$ cat src/rtl/mod241_pkg.sv
// Shared constants, types and helpers for the chunked mod-241 residue engine.
package mod241_pkg;

  localparam int unsigned MOD     = 241;
  localparam int unsigned RES_W   = 8;
  localparam int unsigned CHUNK_W = 6;

  // 2^(6k) mod 241 repeats with period 4
  localparam logic [RES_W-1:0] WEIGHT [4] = '{8'd1, 8'd64, 8'd240, 8'd177};

  typedef enum logic [1:0] {
    IDLE,
    RUN,
    DONE
  } state_e;

  function automatic logic [RES_W-1:0] add_mod241(input logic [RES_W-1:0] a,
                                                  input logic [RES_W-1:0] b);
    logic [RES_W:0] s;
    s = {1'b0, a} + {1'b0, b};
    if (s >= 9'(MOD)) s = s - 9'(MOD);
    return s[RES_W-1:0];
  endfunction

endpackage

$ cat src/rtl/mod241_chunk_sched_mulred.sv
// Combinational weighted-chunk reducer: (c * w) mod 241 via 256 = 15 (mod 241) folding.
module mod241_chunk_sched_mulred
  import mod241_pkg::*;
(
  input  logic [CHUNK_W-1:0] c_i,
  input  logic [RES_W-1:0]   w_i,
  output logic [RES_W-1:0]   r_o
);

  localparam int unsigned PROD_W  = 14;
  localparam int unsigned FOLD1_W = 11;
  localparam int unsigned FOLD2_W = 9;
  localparam int unsigned FOLD    = 15;

  logic [PROD_W-1:0]  prod;
  logic [FOLD1_W-1:0] fold1;
  logic [FOLD2_W-1:0] fold2;

  // prod <= 15120, fold1 <= 1140, fold2 <= 315 so one subtract finishes the job
  always_comb begin
    prod  = PROD_W'(c_i) * PROD_W'(w_i);
    fold1 = FOLD1_W'(prod[PROD_W-1:8]) * FOLD1_W'(FOLD) + FOLD1_W'(prod[7:0]);
    fold2 = FOLD2_W'(fold1[FOLD1_W-1:8]) * FOLD2_W'(FOLD) + FOLD2_W'(fold1[7:0]);
    if (fold2 >= FOLD2_W'(MOD)) r_o = RES_W'(fold2 - FOLD2_W'(MOD));
    else                        r_o = fold2[RES_W-1:0];
  end

endmodule

$ cat src/rtl/mod241_chunk_sched.sv
// Sequential operand mod 241: one 6-bit chunk per cycle through a shared reducer.
// Define MOD241_PIPE_EN to register the reducer output ahead of the accumulator.
module mod241_chunk_sched
  import mod241_pkg::*;
#(
  parameter int unsigned W = 400
) (
  input  logic             clk,
  input  logic             rst,
  input  logic             in_valid,
  output logic             in_ready,
  input  logic [W-1:0]     in_data,
  output logic             out_valid,
  input  logic             out_ready,
  output logic [RES_W-1:0] out_residue,
  output logic             busy
);

  localparam int unsigned NCHUNK   = (W + CHUNK_W - 1) / CHUNK_W;
  localparam int unsigned OPW      = NCHUNK * CHUNK_W;
  localparam int unsigned IDX_BITS = $clog2(NCHUNK + 1);
  localparam int unsigned IDX_W    = (IDX_BITS < 2) ? 2 : IDX_BITS;
  localparam int unsigned NSLOT    = 1 << IDX_W;

  state_e             state_q, state_d;
  logic [OPW-1:0]     opnd_q, opnd_d;
  logic [IDX_W-1:0]   idx_q, idx_d;
  logic [RES_W-1:0]   acc_q, acc_d;
  logic [RES_W-1:0]   res_q, res_d;
  logic               in_ready_q, out_valid_q, busy_q;
  logic [CHUNK_W-1:0] chunk_tbl [NSLOT];
  logic [RES_W-1:0]   r_c;

  // Slots past the last chunk read as zero so the index never needs clamping
  always_comb begin
    for (int k = 0; k < NSLOT; k++) chunk_tbl[k] = '0;
    for (int k = 0; k < NCHUNK; k++) chunk_tbl[k] = opnd_q[k*CHUNK_W +: CHUNK_W];
  end

  mod241_chunk_sched_mulred u_mulred (
    .c_i (chunk_tbl[idx_q]),
    .w_i (WEIGHT[idx_q[1:0]]),
    .r_o (r_c)
  );

`ifdef MOD241_PIPE_EN
  logic [RES_W-1:0] rp_q, rp_d;
  logic             pv_q, pv_d;
`endif

  always_comb begin
    state_d = state_q;
    opnd_d  = opnd_q;
    idx_d   = idx_q;
    acc_d   = acc_q;
    res_d   = res_q;
`ifdef MOD241_PIPE_EN
    rp_d    = rp_q;
    pv_d    = pv_q;
`endif
    case (state_q)
      IDLE: begin
        if (in_valid && in_ready_q) begin
          opnd_d  = OPW'(in_data);
          idx_d   = '0;
          acc_d   = '0;
`ifdef MOD241_PIPE_EN
          pv_d    = 1'b0;
`endif
          state_d = RUN;
        end
      end
      RUN: begin
        idx_d = idx_q + IDX_W'(1);
`ifdef MOD241_PIPE_EN
        // First RUN cycle only primes the pipe; the extra last cycle drains it
        rp_d = r_c;
        pv_d = 1'b1;
        if (pv_q) acc_d = add_mod241(acc_q, rp_q);
        if (idx_q == IDX_W'(NCHUNK)) begin
          res_d   = acc_d;
          state_d = DONE;
        end
`else
        acc_d = add_mod241(acc_q, r_c);
        if (idx_q == IDX_W'(NCHUNK - 1)) begin
          res_d   = acc_d;
          state_d = DONE;
        end
`endif
      end
      DONE: begin
        if (out_ready) state_d = IDLE;
      end
      default: state_d = IDLE;
    endcase
  end

  always_ff @(posedge clk) begin
    if (rst) begin
      state_q     <= IDLE;
      opnd_q      <= '0;
      idx_q       <= '0;
      acc_q       <= '0;
      res_q       <= '0;
      in_ready_q  <= 1'b1;
      out_valid_q <= 1'b0;
      busy_q      <= 1'b0;
`ifdef MOD241_PIPE_EN
      rp_q        <= '0;
      pv_q        <= 1'b0;
`endif
    end else begin
      state_q     <= state_d;
      opnd_q      <= opnd_d;
      idx_q       <= idx_d;
      acc_q       <= acc_d;
      res_q       <= res_d;
      in_ready_q  <= (state_d == IDLE);
      out_valid_q <= (state_d == DONE);
      busy_q      <= (state_d != IDLE);
`ifdef MOD241_PIPE_EN
      rp_q        <= rp_d;
      pv_q        <= pv_d;
`endif
    end
  end

  assign in_ready    = in_ready_q;
  assign out_valid   = out_valid_q;
  assign out_residue = res_q;
  assign busy        = busy_q;

endmodule
$ cat config.mk
export PLATFORM = sky130hd
export DESIGN_NAME = mod241_chunk_sched
export DESIGN_NICKNAME = d
export VERILOG_FILES = /design/src/rtl/mod241_pkg.sv /design/src/rtl/mod241_chunk_sched_mulred.sv /design/src/rtl/mod241_chunk_sched.sv
export SDC_FILE = /design/constraint.sdc
export NUM_CORES = 1
export LEC_CHECK = 0
export CAP_MARGIN = 20
export CORE_MARGIN = 1.5
export CORE_UTILIZATION = 53
export DETAILED_ROUTE_END_ITERATION = 6
export GPL_TIMING_DRIVEN = 0
export PLACE_DENSITY = 0.79
export SLEW_MARGIN = 15
export SYNTH_ARGS = -nofsm -noshare
export SYNTH_HDL_FRONTEND = slang
export SYNTH_SLANG_ARGS = --single-unit
$ cat constraint.sdc
create_clock -name clk -period 18.35 [get_ports clk]
set_clock_uncertainty 0.2 [all_clocks]
set_input_delay 5.505 -clock clk [delete_from_list [all_inputs] [get_ports clk]]
set_output_delay 5.505 -clock clk [all_outputs]
set_load 0.02 [all_outputs]
After elaboration in Yosys (flattened, before gate mapping) --
Index checks and enable logic that the tools add are counted.
Storage, ports and cells: flip-flop bits (word level) 428, latch bits 0, bits in writable memories 0, memory bits (read-only) 0, input port bits 404, output and inout bits 11, word-level logic and storage cells 52, memories 0
Operators by class: $add $sub $neg 6, multiply operators 3, divide/modulo/power cells 0, order comparisons 4, equal/unequal tests 5, shift operators 0, mux-type cells 16, bitwise operators 2, reductions and logical operators 8
Operators by type and width (count):
- binary-select mux 6 bit (select 7 bit) | 1
- two-way mux 8 bit | 5
- greater-or-equal comparator 9 x 8 -> 1 bit, second input constant | 2
- binary-select mux 8 bit (select 2 bit) | 1
- one-hot mux 8 bit (2 select lines) | 1
- subtractor 8 bit, second input constant | 2
- multiplier 6 x 8 -> 14 bit | 1
- one-hot mux 7 bit (2 select lines) | 1
- two-way mux 6 bit | 2
- adder 10 x 8 -> 11 bit | 1
- multiplier 6 x 4 -> 10 bit, second input constant | 1
- adder 7 x 8 -> 9 bit | 1
- adder 8 x 8 -> 9 bit | 1
- greater-or-equal comparator 8 bit, second input constant | 1
- NOT 7 -> 8 bit | 1
- adder 7 x 1 -> 7 bit, second input constant | 1
- == test 7 bit, second input constant | 1
- multiplier 3 x 4 -> 7 bit, second input constant | 1
- two-way mux 7 bit | 1
- two-way mux 2 bit | 3
- one-hot mux 2 bit (3 select lines) | 1
- AND reduction 2 bit | 3
- == test 2 bit, second input constant | 2
- zero test 2 bit | 2
- 6 further kinds | 7

Longest topological paths before layout --
depth after elaboration 15, gate-level depth with buffers 58, gate-level depth less buffers 55

By module --
From an unflattened synthesis, not the netlist that was laid out.
Unflattened totals: cells, all modules 2530, area, all modules 21569.4 µm²
By module, submodules not included:
- mod241_chunk_sched | times used 1, cells each 2187, area each 18572.8 µm², seq. area each 8568.2 µm²
- mod241_chunk_sched_mulred | times used 1, cells each 343, area each 2996.6 µm², seq. area each 0.0 µm²

Worst setup path after synthesis --
OpenSTA, ideal clock, no wires.
kind register -> register, from register idx_q[1], to register acc_q[3], setup time 0.134 ns, arrival time 13.274 ns, required time 18.016 ns, slack 4.742 ns, cell stages (with the launch flop) 54, buffers on the path 4, period minus slack after synthesis 13.608 ns, cells stage by stage dfxtp_1 buf_4 buf_4 buf_4 buf_2 mux2i_1 a22o_1 nor3_1 a31oi_1 o221ai_1 nor2_1 nor4b_1 fa_1 inv_1 fa_1 fa_1 inv_1 ha_1 [... 18 more ...] inv_1 fa_1 a211o_1 and3_1 and4bb_2 a311oi_1 mux2i_1 xnor2_1 ha_1 fa_1 inv_1 ha_1 or4_1 a21oi_1 a211oi_4 nand3_2 nor2_1 or4_1
On the way: word-level cells in the longest chain between the ends 15, elaborated cells on any way between the ends 21, classes of those cells 5 x add/sub; 3 x mul; 2 x order compare; 9 x mux; 2 x bitwise
Ends and longest elaborated chain:
- start: declaration | RTL line mod241_chunk_sched.sv:27 | logic [IDX_W-1:0] idx_q, idx_d;
- start signal: assignment | RTL line mod241_chunk_sched.sv:116 | idx_q <= idx_d;
- NOT 7 -> 8 bit (not written as such) / NOT 2 -> 3 bit (equally long branches) | RTL line mod241_chunk_sched.sv:41, mod241_chunk_sched.sv:42
- binary-select mux 6 bit (select 7 bit) / binary-select mux 8 bit (select 2 bit) (equally long branches) | RTL line mod241_chunk_sched.sv:41, mod241_chunk_sched.sv:42
- two-way mux 6 bit (not written as such) / two-way mux 8 bit (equally long branches) (2 in series) | RTL line mod241_chunk_sched.sv:41, mod241_chunk_sched.sv:42
- multiplier 6 x 8 -> 14 bit * | RTL line mod241_chunk_sched_mulred.sv:21 | prod = PROD_W'(c_i) * PROD_W'(w_i);
- multiplier 6 x 4 -> 10 bit | RTL line mod241_chunk_sched_mulred.sv:22 | fold1 = FOLD1_W'(prod[PROD_W-1:8]) * FOLD1_W'(FOLD) + FOLD1_W'(prod[7:0]);
- adder 10 x 8 -> 11 bit * | RTL line mod241_chunk_sched_mulred.sv:22
- multiplier 3 x 4 -> 7 bit | RTL line mod241_chunk_sched_mulred.sv:23 | fold2 = FOLD2_W'(fold1[FOLD1_W-1:8]) * FOLD2_W'(FOLD) + FOLD2_W'(fold1[7:0]);
- adder 7 x 8 -> 9 bit * | RTL line mod241_chunk_sched_mulred.sv:23
- subtractor 8 bit / greater-or-equal comparator 9 x 8 -> 1 bit (equally long branches) | RTL line mod241_chunk_sched_mulred.sv:24 | if (fold2 >= FOLD2_W'(MOD)) r_o = RES_W'(fold2 - FOLD2_W'(MOD));
- two-way mux 8 bit * | RTL line mod241_chunk_sched_mulred.sv:24
- adder 8 x 8 -> 9 bit * | RTL line mod241_pkg.sv:20 | s = {1'b0, a} + {1'b0, b};
- subtractor 8 bit / greater-or-equal comparator 9 x 8 -> 1 bit (equally long branches) | RTL line mod241_pkg.sv:21 | if (s >= 9'(MOD)) s = s - 9'(MOD);
- two-way mux 8 bit * | RTL line mod241_pkg.sv:21
- one-hot mux 8 bit (2 select lines) * | RTL line mod241_chunk_sched.sv:61 | case (state_q)
- end signal: assignment | RTL line mod241_chunk_sched.sv:104 | acc_q <= '0;
- end signal: assignment | RTL line mod241_chunk_sched.sv:117 | acc_q <= acc_d;
- end: declaration | RTL line mod241_chunk_sched.sv:28 | logic [RES_W-1:0] acc_q, acc_d;
Mark *: on every way between the ends. The rest lies on a longest branch, timed or not. The select of a mux whose other input is x is not followed. A chain may end at the register's enable or synchronous reset.

Worst setup path after layout --
Ends and elaborated chain as after synthesis.

==> key figures <==
Run status
  – Status: finished, final reports clean

STA
  – Final worst slack: 2.25 ns
  – Setup TNS: 0 ns
  – Max Transition Viols Final: 0
  – Final period demand of the worst path: 16.10 ns
  – Hold WS: 0.252 ns
  – Fin. Hold Viols: 0
  – Final setup violation count: 0
  – Worst Max-Slew Pin Slew: 1.12 ns
  – Fin crit share: 87.7%
  – Fmax: 62.1 MHz
  – RSZ-0062 raised after global routing: false
  – Slew margin rel.: 25.1%

GRT
  – M1 GR Usage: 46.5%
  – Met3 usage: 6.18%
  – First-pass GRT wire length: 115,000 um
  – Vias in the first global route: 20,300
  – GR Layer Usage met2: 61.3%
  – Largest net degree at the start of global routing: 16
  – Gr usage total: 36.9%
  – Most Used Layer, Global Route: met2
  – GRT overflow: 0
  – Initial antenna violation count: 1

Job
  – Max Cap Viol: 0

Synth
  – Synth async-reset ratio: 0%
  – Synth unique cells: 75
  – Cell Area, Synth: 21,200 um2
  – Synth Area in Simple Gates: 19.1%
  – Seq/Total Area, Yosys: 40.5%
  – Most used DFF post-synth: dfxtp_1
  – Post-synthesis compound-gate area fraction: 14.4%
  – Avg Inst Size Synth: 8.43 um2
  – Net Count, Synth: 3,013
  – FF+latch count, synth: 428
  – Mapped Cells: 2,511
  – Adder-Cell Fraction of Synth Area: 6.79%
  – Mux share of post-synthesis cell area: 13.0%
  – Post-Synth XOR/XNOR Area: 1.32%
  – Largest family of logic cells by synthesized area: simple AND/OR/NAND/NOR gates
  – Yosys warning count: 0
  – Number of flops mapped to enable cells by yosys: 0

Clocking
  – Clock Path Buffers: 3
  – Clk sinks: 428
  – Clk Tree Root Cell: clkbuf_16
  – CTS tree: done
  – Setup bufs post-CTS: 0
  – Clk_lat worst skew: 0.56 ns
  – CTS Buf Count: 43
  – H-tree levels: 2
  – Clock slew at reported path FFs: 0.07 ns
  – # resized after CTS: 0
  – Hold-fix buffers at CTS: 0

Place
  – DP Worst Slack: 2.50 ns
  – Placed Instances: 3,449
  – DP HPWL: 60,200 um
  – Area post-placement: 25,900 um2
  – PortBufs: 413
  – RePlAce Congestion: 0.966

Floorplanning
  – Core area: 39,500 um2
  – Die area: 41,100 um2
  – I/O Pins: 415
  – Site Rows: 73
  – Die Wd: 203 um
  – Initial Util: 53.5%
  – Die height: 203 um

Final layout
  – Non-Filler Instances: 3,525
  – Nets: 3,471
  – Layout cells sized above 1: 7.00%
  – Area Growth Syn to Fin: 29.5%
  – Finished Cell Area: 27,400 um2
  – # diodes: 0
  – Post-layout util: 69.3%

Worst setup path
  – Slowest CP cell: nor4b_1
  – Crit path max fanout: 10
  – Delay-heaviest family, CP: adder cells
  – Crit path from: idx_q[1]$_SDFFE_PP0P_
  – CP max stage delay: 0.83 ns
  – Worst Path Required: 18.57 ns
  – Startpoint types: register
  – Crit path kind: register to register
  – Critical R2R Launch: idx_q[1]$_SDFFE_PP0P_
  – Crit end category: register
  – Buffers plus inverters on the worst setup path: 12
  – CP dominant cell by count: fa_1
  – Critical Path AT: 16.32 ns

Detailed routing
  – Total number of vias: 20,600
  – Routed Wire Length: 77,300 um
  – Drt drc: 0
  – Drt first pass iters: 6
  – Routed wire per std cell: 21.9 um
  – Antenna-violating nets left: 0
  – DRT iter0 DRCs: 2,082
  – Vias per inst: 5.84

Pwr
  – Final Power: 2.50 mW
  – PD cells: 91.1 nW/um2
  – Worst vdd rail ir drop: 78.3 uV
  – Static leakage: 10.3 nW

Min path
  – HP Class: register to register
  – Min-delay src: opnd_q[217]$_SDFFE_PP0P_
## final timing paths
kind	slack, ns	to	cells past startpoint
worst min-delay path	0.25	opnd_q[217]$_SDFFE_PP0P_	2
worst max-delay path	2.25	acc_q[3]$_SDFFE_PP0P_	51
worst max register to register	2.25	acc_q[3]$_SDFFE_PP0P_	51
worst min register to register	0.25	opnd_q[217]$_SDFFE_PP0P_	2
## layout by cell type, fill, tap and decap left out, types with 28 or more instances in the layout
cell,netlist,routed
ha_1,70,70
clkbuf_16,0,43
dfxtp_1,428,428
mux2i_1,56,56
a21oi_1,436,436
clkdlybuf4s50_1,0,413
inv_1,67,67
nand2_1,840,840
fa_1,28,28
nor2_1,45,45
mux4_2,87,87
clkbuf_1,145,153
## final cells by class
| type | instances | area, um2 |
|---|---|---|
| timing repair buffer | 413 | 4130 |
| tap | 525 | 657 |
| fill | 3143 | 12200 |
| clock inverter | 22 | 299 |
| inverter | 68 | 255 |
| buffer | 183 | 778 |
| multi-input combinational | 1832 | 11600 |
| clock buffer | 54 | 1150 |
| sequential | 428 | 8570 |
## tightest hold or removal path: cells and delay by family, from the launching register on
| kind | cells | cell delay (ns) |
|---|---|---|
| flip-flops | 1 | 0.31 |
| AO/OA/AOI/OAI | 1 | 0.05 |
| AND/OR/NAND/NOR | 1 | 0.05 |
## flip-flops by register name, summed over array words and instances, names as in the netlist
register and cells:
opnd_q 400, acc_q 8, out_residue 8, idx_q 7
state_q 2, busy 1, in_ready 1, out_valid 1
## layer usage
layer,wire length (um),up-vias,share of wire (%)
li1,-,9424,-
met1,29400,9756,38
met2,36600,1172,47
met3,7040,228,9.1
met4,4290,0,5.5
met5,0,-,0
## synthesized netlist by cell type (all sizes together), types with 20 or more instances
| cell type | n | share of area (%) |
|---|---|---|
| mux4 | 92 | 9.9 |
| ha | 70 | 4.1 |
| o21ai | 24 | 0.57 |
| inv | 68 | 1.2 |
| mux2i | 56 | 2.6 |
| a21oi | 436 | 10 |
| nor3 | 21 | 0.50 |
| dfxtp | 428 | 40 |
| nand3 | 20 | 0.50 |
| clkbuf | 145 | 2.6 |
| nor2 | 45 | 0.80 |
| xnor2 | 22 | 0.91 |
| nand2 | 840 | 15 |
| fa | 28 | 2.6 |
| buf | 38 | 1.1 |
## kinds of logic (layout without fill, tap and decap cells)
group / after synthesis / count (layout)
flip-flops: 428 / 428
AO/OA/AOI/OAI: 546 / 546
AND/OR/NAND/NOR: 1000 / 1000
multiplexers: 156 / 156
adder cells (fa/ha/maj): 98 / 98
XOR/XNOR: 32 / 32
buffers and inverters: 251 / 740
## report_power, final
group	internal [mW]	leakage (nW)	switching, mW
sequential	0.994	3.50	0.0381
combinational	0.234	6.07	0.312
clock	0.533	0.714	0.387
total	1.76	10.3	0.737
Note: power is estimated with default switching activity, not from simulation.
